`config.mk`:
```
export PLATFORM = sky130hd
export DESIGN_NAME = randomizer_par
export DESIGN_NICKNAME = d
export VERILOG_FILES = /design/src/rtl/randomizer_par.sv
export SDC_FILE = /design/constraint.sdc
export NUM_CORES = 1
export LEC_CHECK = 0
export BUFFER_PORTS_ARGS = -buffer_cell sky130_fd_sc_hd__buf_4
export CAP_MARGIN = 20
export CORE_ASPECT_RATIO = 1.1
export CORE_MARGIN = 5
export CORE_UTILIZATION = 39
export CTS_CLUSTER_DIAMETER = 200
export DETAILED_ROUTE_END_ITERATION = 10
export GPL_TIMING_DRIVEN = 0
export SLEW_MARGIN = 20
export SYNTH_ARGS = -nofsm -noshare
export SYNTH_HDL_FRONTEND = slang
export SYNTH_SLANG_ARGS = --single-unit
export TNS_END_PERCENT = 30
```
`constraint.sdc`:
```
create_clock -name clk -period 1.64 [get_ports clk]
set_input_delay 0.492 -clock clk [delete_from_list [all_inputs] [get_ports clk]]
set_output_delay 0.492 -clock clk [all_outputs]
set_load 0.01 [all_outputs]
```
`src/rtl/randomizer_par.sv`:
```
// Parallel 1 + x^14 + x^15 scrambler with valid/ready handshake and per-block reseed.
// Optional feature macro: RANDOMIZER_CHECK_EN exposes the live LFSR state on `check`.
module randomizer_par #(
    parameter int          DATA_W      = 8,
    parameter int          BLOCK_WORDS = 12,
    parameter logic [15:1] SEED_INIT   = 15'b000000010101001
) (
    input  logic              clk,
    input  logic              reset,
    input  logic              load,
    input  logic [15:1]       seed,
    input  logic              in_valid,
    output logic              in_ready,
    input  logic [DATA_W-1:0] in_data,
    output logic              out_valid,
    input  logic              out_ready,
    output logic [DATA_W-1:0] out_data,
    output logic              out_sob
`ifdef RANDOMIZER_CHECK_EN
    ,
    output logic [15:1]       check
`endif
);

    localparam int CNT_W = (BLOCK_WORDS > 1) ? $clog2(BLOCK_WORDS) : 1;

    logic [15:1]       lfsr_q, lfsr_d;
    logic [15:1]       seed_q, seed_d;
    logic [CNT_W-1:0]  cnt_q, cnt_d;
    logic              out_valid_q, out_valid_d;
    logic [DATA_W-1:0] out_data_q, out_data_d;
    logic              out_sob_q, out_sob_d;

    logic              accept;
    logic              last_word;
    logic [15:1]       chain [0:DATA_W];
    logic [DATA_W-1:0] scr;

    // Stage gi scrambles the (gi+1)-th bit in time, i.e. in_data MSB first.
    assign chain[0] = lfsr_q;
    generate
        for (genvar gi = 0; gi < DATA_W; gi++) begin : g_step
            logic fb;
            assign fb                 = chain[gi][14] ^ chain[gi][15];
            assign scr[DATA_W-1-gi]   = in_data[DATA_W-1-gi] ^ fb;
            assign chain[gi+1]        = {chain[gi][14:1], fb};
        end
    endgenerate

    // With BLOCK_WORDS == 0 the block never ends, so the seed is never reloaded.
    generate
        if (BLOCK_WORDS == 0) begin : g_no_block
            assign last_word = 1'b0;
        end else begin : g_block
            assign last_word = (cnt_q == CNT_W'(BLOCK_WORDS - 1));
        end
    endgenerate

    assign in_ready = !load && (!out_valid_q || out_ready);
    assign accept   = in_valid && in_ready;

    always_comb begin
        lfsr_d      = lfsr_q;
        seed_d      = seed_q;
        cnt_d       = cnt_q;
        out_valid_d = out_valid_q;
        out_data_d  = out_data_q;
        out_sob_d   = out_sob_q;

        if (load) begin
            seed_d = seed;
            lfsr_d = seed;
            cnt_d  = '0;
        end else if (accept) begin
            if (last_word) begin
                lfsr_d = seed_q;
                cnt_d  = '0;
            end else begin
                lfsr_d = chain[DATA_W];
                // Unframed mode saturates at 1 so only the first word is flagged.
                cnt_d  = (BLOCK_WORDS == 0) ? CNT_W'(1) : cnt_q + CNT_W'(1);
            end
        end

        if (accept) begin
            out_valid_d = 1'b1;
            out_data_d  = scr;
            out_sob_d   = (cnt_q == '0);
        end else if (out_ready) begin
            out_valid_d = 1'b0;
        end
    end

    always_ff @(posedge clk) begin
        if (reset) begin
            lfsr_q      <= SEED_INIT;
            seed_q      <= SEED_INIT;
            cnt_q       <= '0;
            out_valid_q <= 1'b0;
            out_data_q  <= '0;
            out_sob_q   <= 1'b0;
        end else begin
            lfsr_q      <= lfsr_d;
            seed_q      <= seed_d;
            cnt_q       <= cnt_d;
            out_valid_q <= out_valid_d;
            out_data_q  <= out_data_d;
            out_sob_q   <= out_sob_d;
        end
    end

    assign out_valid = out_valid_q;
    assign out_data  = out_data_q;
    assign out_sob   = out_sob_q;

`ifdef RANDOMIZER_CHECK_EN
    assign check = lfsr_q;
`endif

endmodule

```
==> summary.txt <==
Status
  – Status: completed

Clock network
  – H-tree depth: 2
  – Hold buffers post-CTS: 0
  – CTS Sinks: 44
  – CTS tree: yes
  – Post-CTS Setup Bufs: 0
  – TritonCTS Buffers: 5
  – Reg clk slew, reported paths: 0.08 ns
  – Worst-Skew Late Latency: just under 0.3 ns
  – CTS Buffer Depth: 2
  – Post_cts resized: 0
  – Root buf cell: clkbuf_8

Routing
  – DRT Wirelength: 5260 um
  – DRC: 0
  – DR vias/cell: 5.14
  – WL/cell: 15.0 um
  – First-pass detailed-route iteration total: 4
  – DRT iter0 DRCs: 114
  – DRT antenna net count: 0
  – Total number of vias: roughly 1.8k

Floorplanning
  – I/O pin cnt: 39
  – Die H: 86.3 um
  – Die footprint: roughly 6800 um2
  – Core ar.: 5070 um2
  – Initial Util: between 40% and 50%
  – Die span in x: 79.4 um
  – Site row count: 27

Worst setup path
  – Critical path's most frequent cell: buf_4
  – Crit. Startpoint: load
  – CP required: around 1.2 ns
  – Reg2Reg Launch Point: cnt_q[0]$_SDFFE_PP0P_
  – Crit end category: primary output
  – Worst Path Max Fanout: 19
  – CP Class: in -> out
  – CP Cell Sequence: buf_4 -> buf_4 -> nor2_1 -> buf_4
  – Largest stage delay, worst path: approximately 0.2 ns
  – Worst R2R Path Depth: 6
  – Crit path DAT: between 1 and 1.5 ns
  – Crit start category: primary input
  – Worst path slowest cell: buf_4

Final layout
  – Commonest non-fill, non-tap cell in the layout: nand2_1
  – Post-Layout Cell Count: 350
  – NumNets Final: between 300 and 400
  – Fill cell count: 524
  – Synth-to-Final Area Change: 21.7%
  – # diodes: 0
  – Most frequent cells in the layout: 50 x nand2_1, 44 x dfxtp_1, 43 x buf_4
  – Share of layout cells above drive strength 1: between 20% and 30%

Synth
  – Area leader, netlist: dfxtp_1
  – Number of synthesized flops with an enable pin: 0
  – Synthesized Nets: 277
  – Asr flop ratio synth: 0%
  – Area contributors post-synth: dfxtp_1 43%, nand2_1 9.1%, a21oi_1 7.8%
  – Yosys reg bits: between 40 and 50
  – Post-synth top area share: 42.7%
  – Mapped Cells: ~250
  – Sequential share of the synthesized area: 42.7%
  – YS warnings: 0
  – Synth Cell Area: 2060 um2
  – Number of distinct library cells after synthesis: 29
  – Synth Flop Type: dfxtp_1
  – Avg Cell Area, Syn: 8.35 um2

STA
  – Final Hold Fails: 0
  – Fin crit period: ~1.6 ns
  – Crit share post-route: 96.4%
  – Least-Margin Pin Slew: 0.580 ns
  – Final setup vio count: 0
  – RSZ-0062 raised after global routing: no
  – Slew Limit Fails: 0
  – Post-route clock skew: approximately 0.005 ns
  – Max Clk Rate: 0.632 GHz
  – Rel. slew slack: 61.4%

GRT
  – Total track usage: 16.2%
  – Vias in the first global route: 1,854
  – Largest net degree at the start of global routing: 20
  – Met1 Usage GRT: approximately a fifth
  – First-pass GRT wire length: about 8800 um
  – Met2 Use GR: 26.8%
  – Grt peak-use layer: met2
  – Met3 Track Usage GR: 3.74%
  – GRT overflow: 0
  – Initial antenna violation count: 0

Place
  – Port bufs: 38
  – Post-DP HPWL: 3930 um
  – Placed insts: 343
  – Final GP Congestion: 0.807

Min path
  – Worst min-delay path class: in -> reg
  – Min-Delay Path Depth: 2
  – HP Start: seed[1]

Power
  – LEAKAGE: 1.08 nW
  – Maximum VDD drop: 0.397 mV
  – Total Power: 2.31 mW
  – PD cells: 920 nW/um2

Flow run
  – MaxCap Viol Count: 0
[cell families after synthesis]
logic type | after synthesis | synth area share (%)
AO/OA/AOI/OAI | 66 | 20.4
XOR/XNOR | 16 | 6.79
adder cells (fa/ha/maj) | 2 | 1.21
buffers and inverters | 23 | 5.40
flip-flops | 44 | 42.7
multiplexers | 4 | 1.94
AND/OR/NAND/NOR | 92 | 21.5
[registers in the layout (all words and copies together), names as in the netlist]
register   cells
out_valid      1
lfsr_q        15
seed_q        15
out_data       8
out_sob        1
cnt_q          4
[through the flow]
step	cell area (um2)	TNS, ns	worst slack, ns	utilization (%)	hold slack (ns)
global placement	2420	-0.120	-0.120	47.8	0.440
CTS	2510	0	0.0455	49.5	0.406
global route	2510	0	0.000121	49.6	0.401
finish	2510	0	0.0587	49.6	0.414
detailed placement	2420	-0.136	-0.136	47.8	0.445
floorplan	2060	0	0.160	-	0.450
[critical path, delay by kind of cell]
kind / cells / cell delay [ns]
and+or+nand+nor: 1 / 0.13
buffers and inverters: 3 / 0.46
[worst paths after layout]
kind | endpoint | slack (ns)
worst max register to register | lfsr_q[2]$_SDFFE_PP0P_ | 0.17
worst max-delay path | in_ready | 0.06
worst min register to register | out_sob$_SDFFE_PP0P_ | 0.45
worst min-delay path | seed_q[1]$_SDFFE_PP1P_ | 0.41
[cells in the mapped netlist (all sizes together) (2+ instances only)]
master,instances
nor2,11
a211o,4
nand2b,9
o211ai,8
ha,2
and3,7
dfxtp,44
a21oi,32
o21ai,9
nand3b,2
nor2b,5
nand3,4
mux2i,4
xnor2,16
a221oi,4
o22ai,7
clkbuf,3
inv,7
nand2,50
buf,13
[metal layers]
layer,routed length [um],vias up
met4,71,0
met1,2430,825
met5,0,-
met2,2540,41
met3,219,6
li1,-,928
[area by class of cell]
class | count | area, um2 | share of cell area (%)
Multi-Input combinational cell | 180 | 1070 | 42.8
Sequential cell | 44 | 881 | 35.1
Timing Repair Buffer | 38 | 285 | 11.4
Clock buffer | 6 | 82.6 | 3.29
Buffer | 15 | 80.1 | 3.19
Tap cell | 58 | 72.6 | 2.89
Inverter | 7 | 26.3 | 1.05
Clock inverter | 2 | 10.0 | 0.399
[report_power, final]
part           switching, mW  internal (mW)  total (mW)
Clock                  0.369          0.337       0.706
Sequential            0.0471           1.14        1.19
Combinational          0.213          0.204       0.417
Total                  0.629           1.68        2.31
Power figures use the tool's default switching activity.
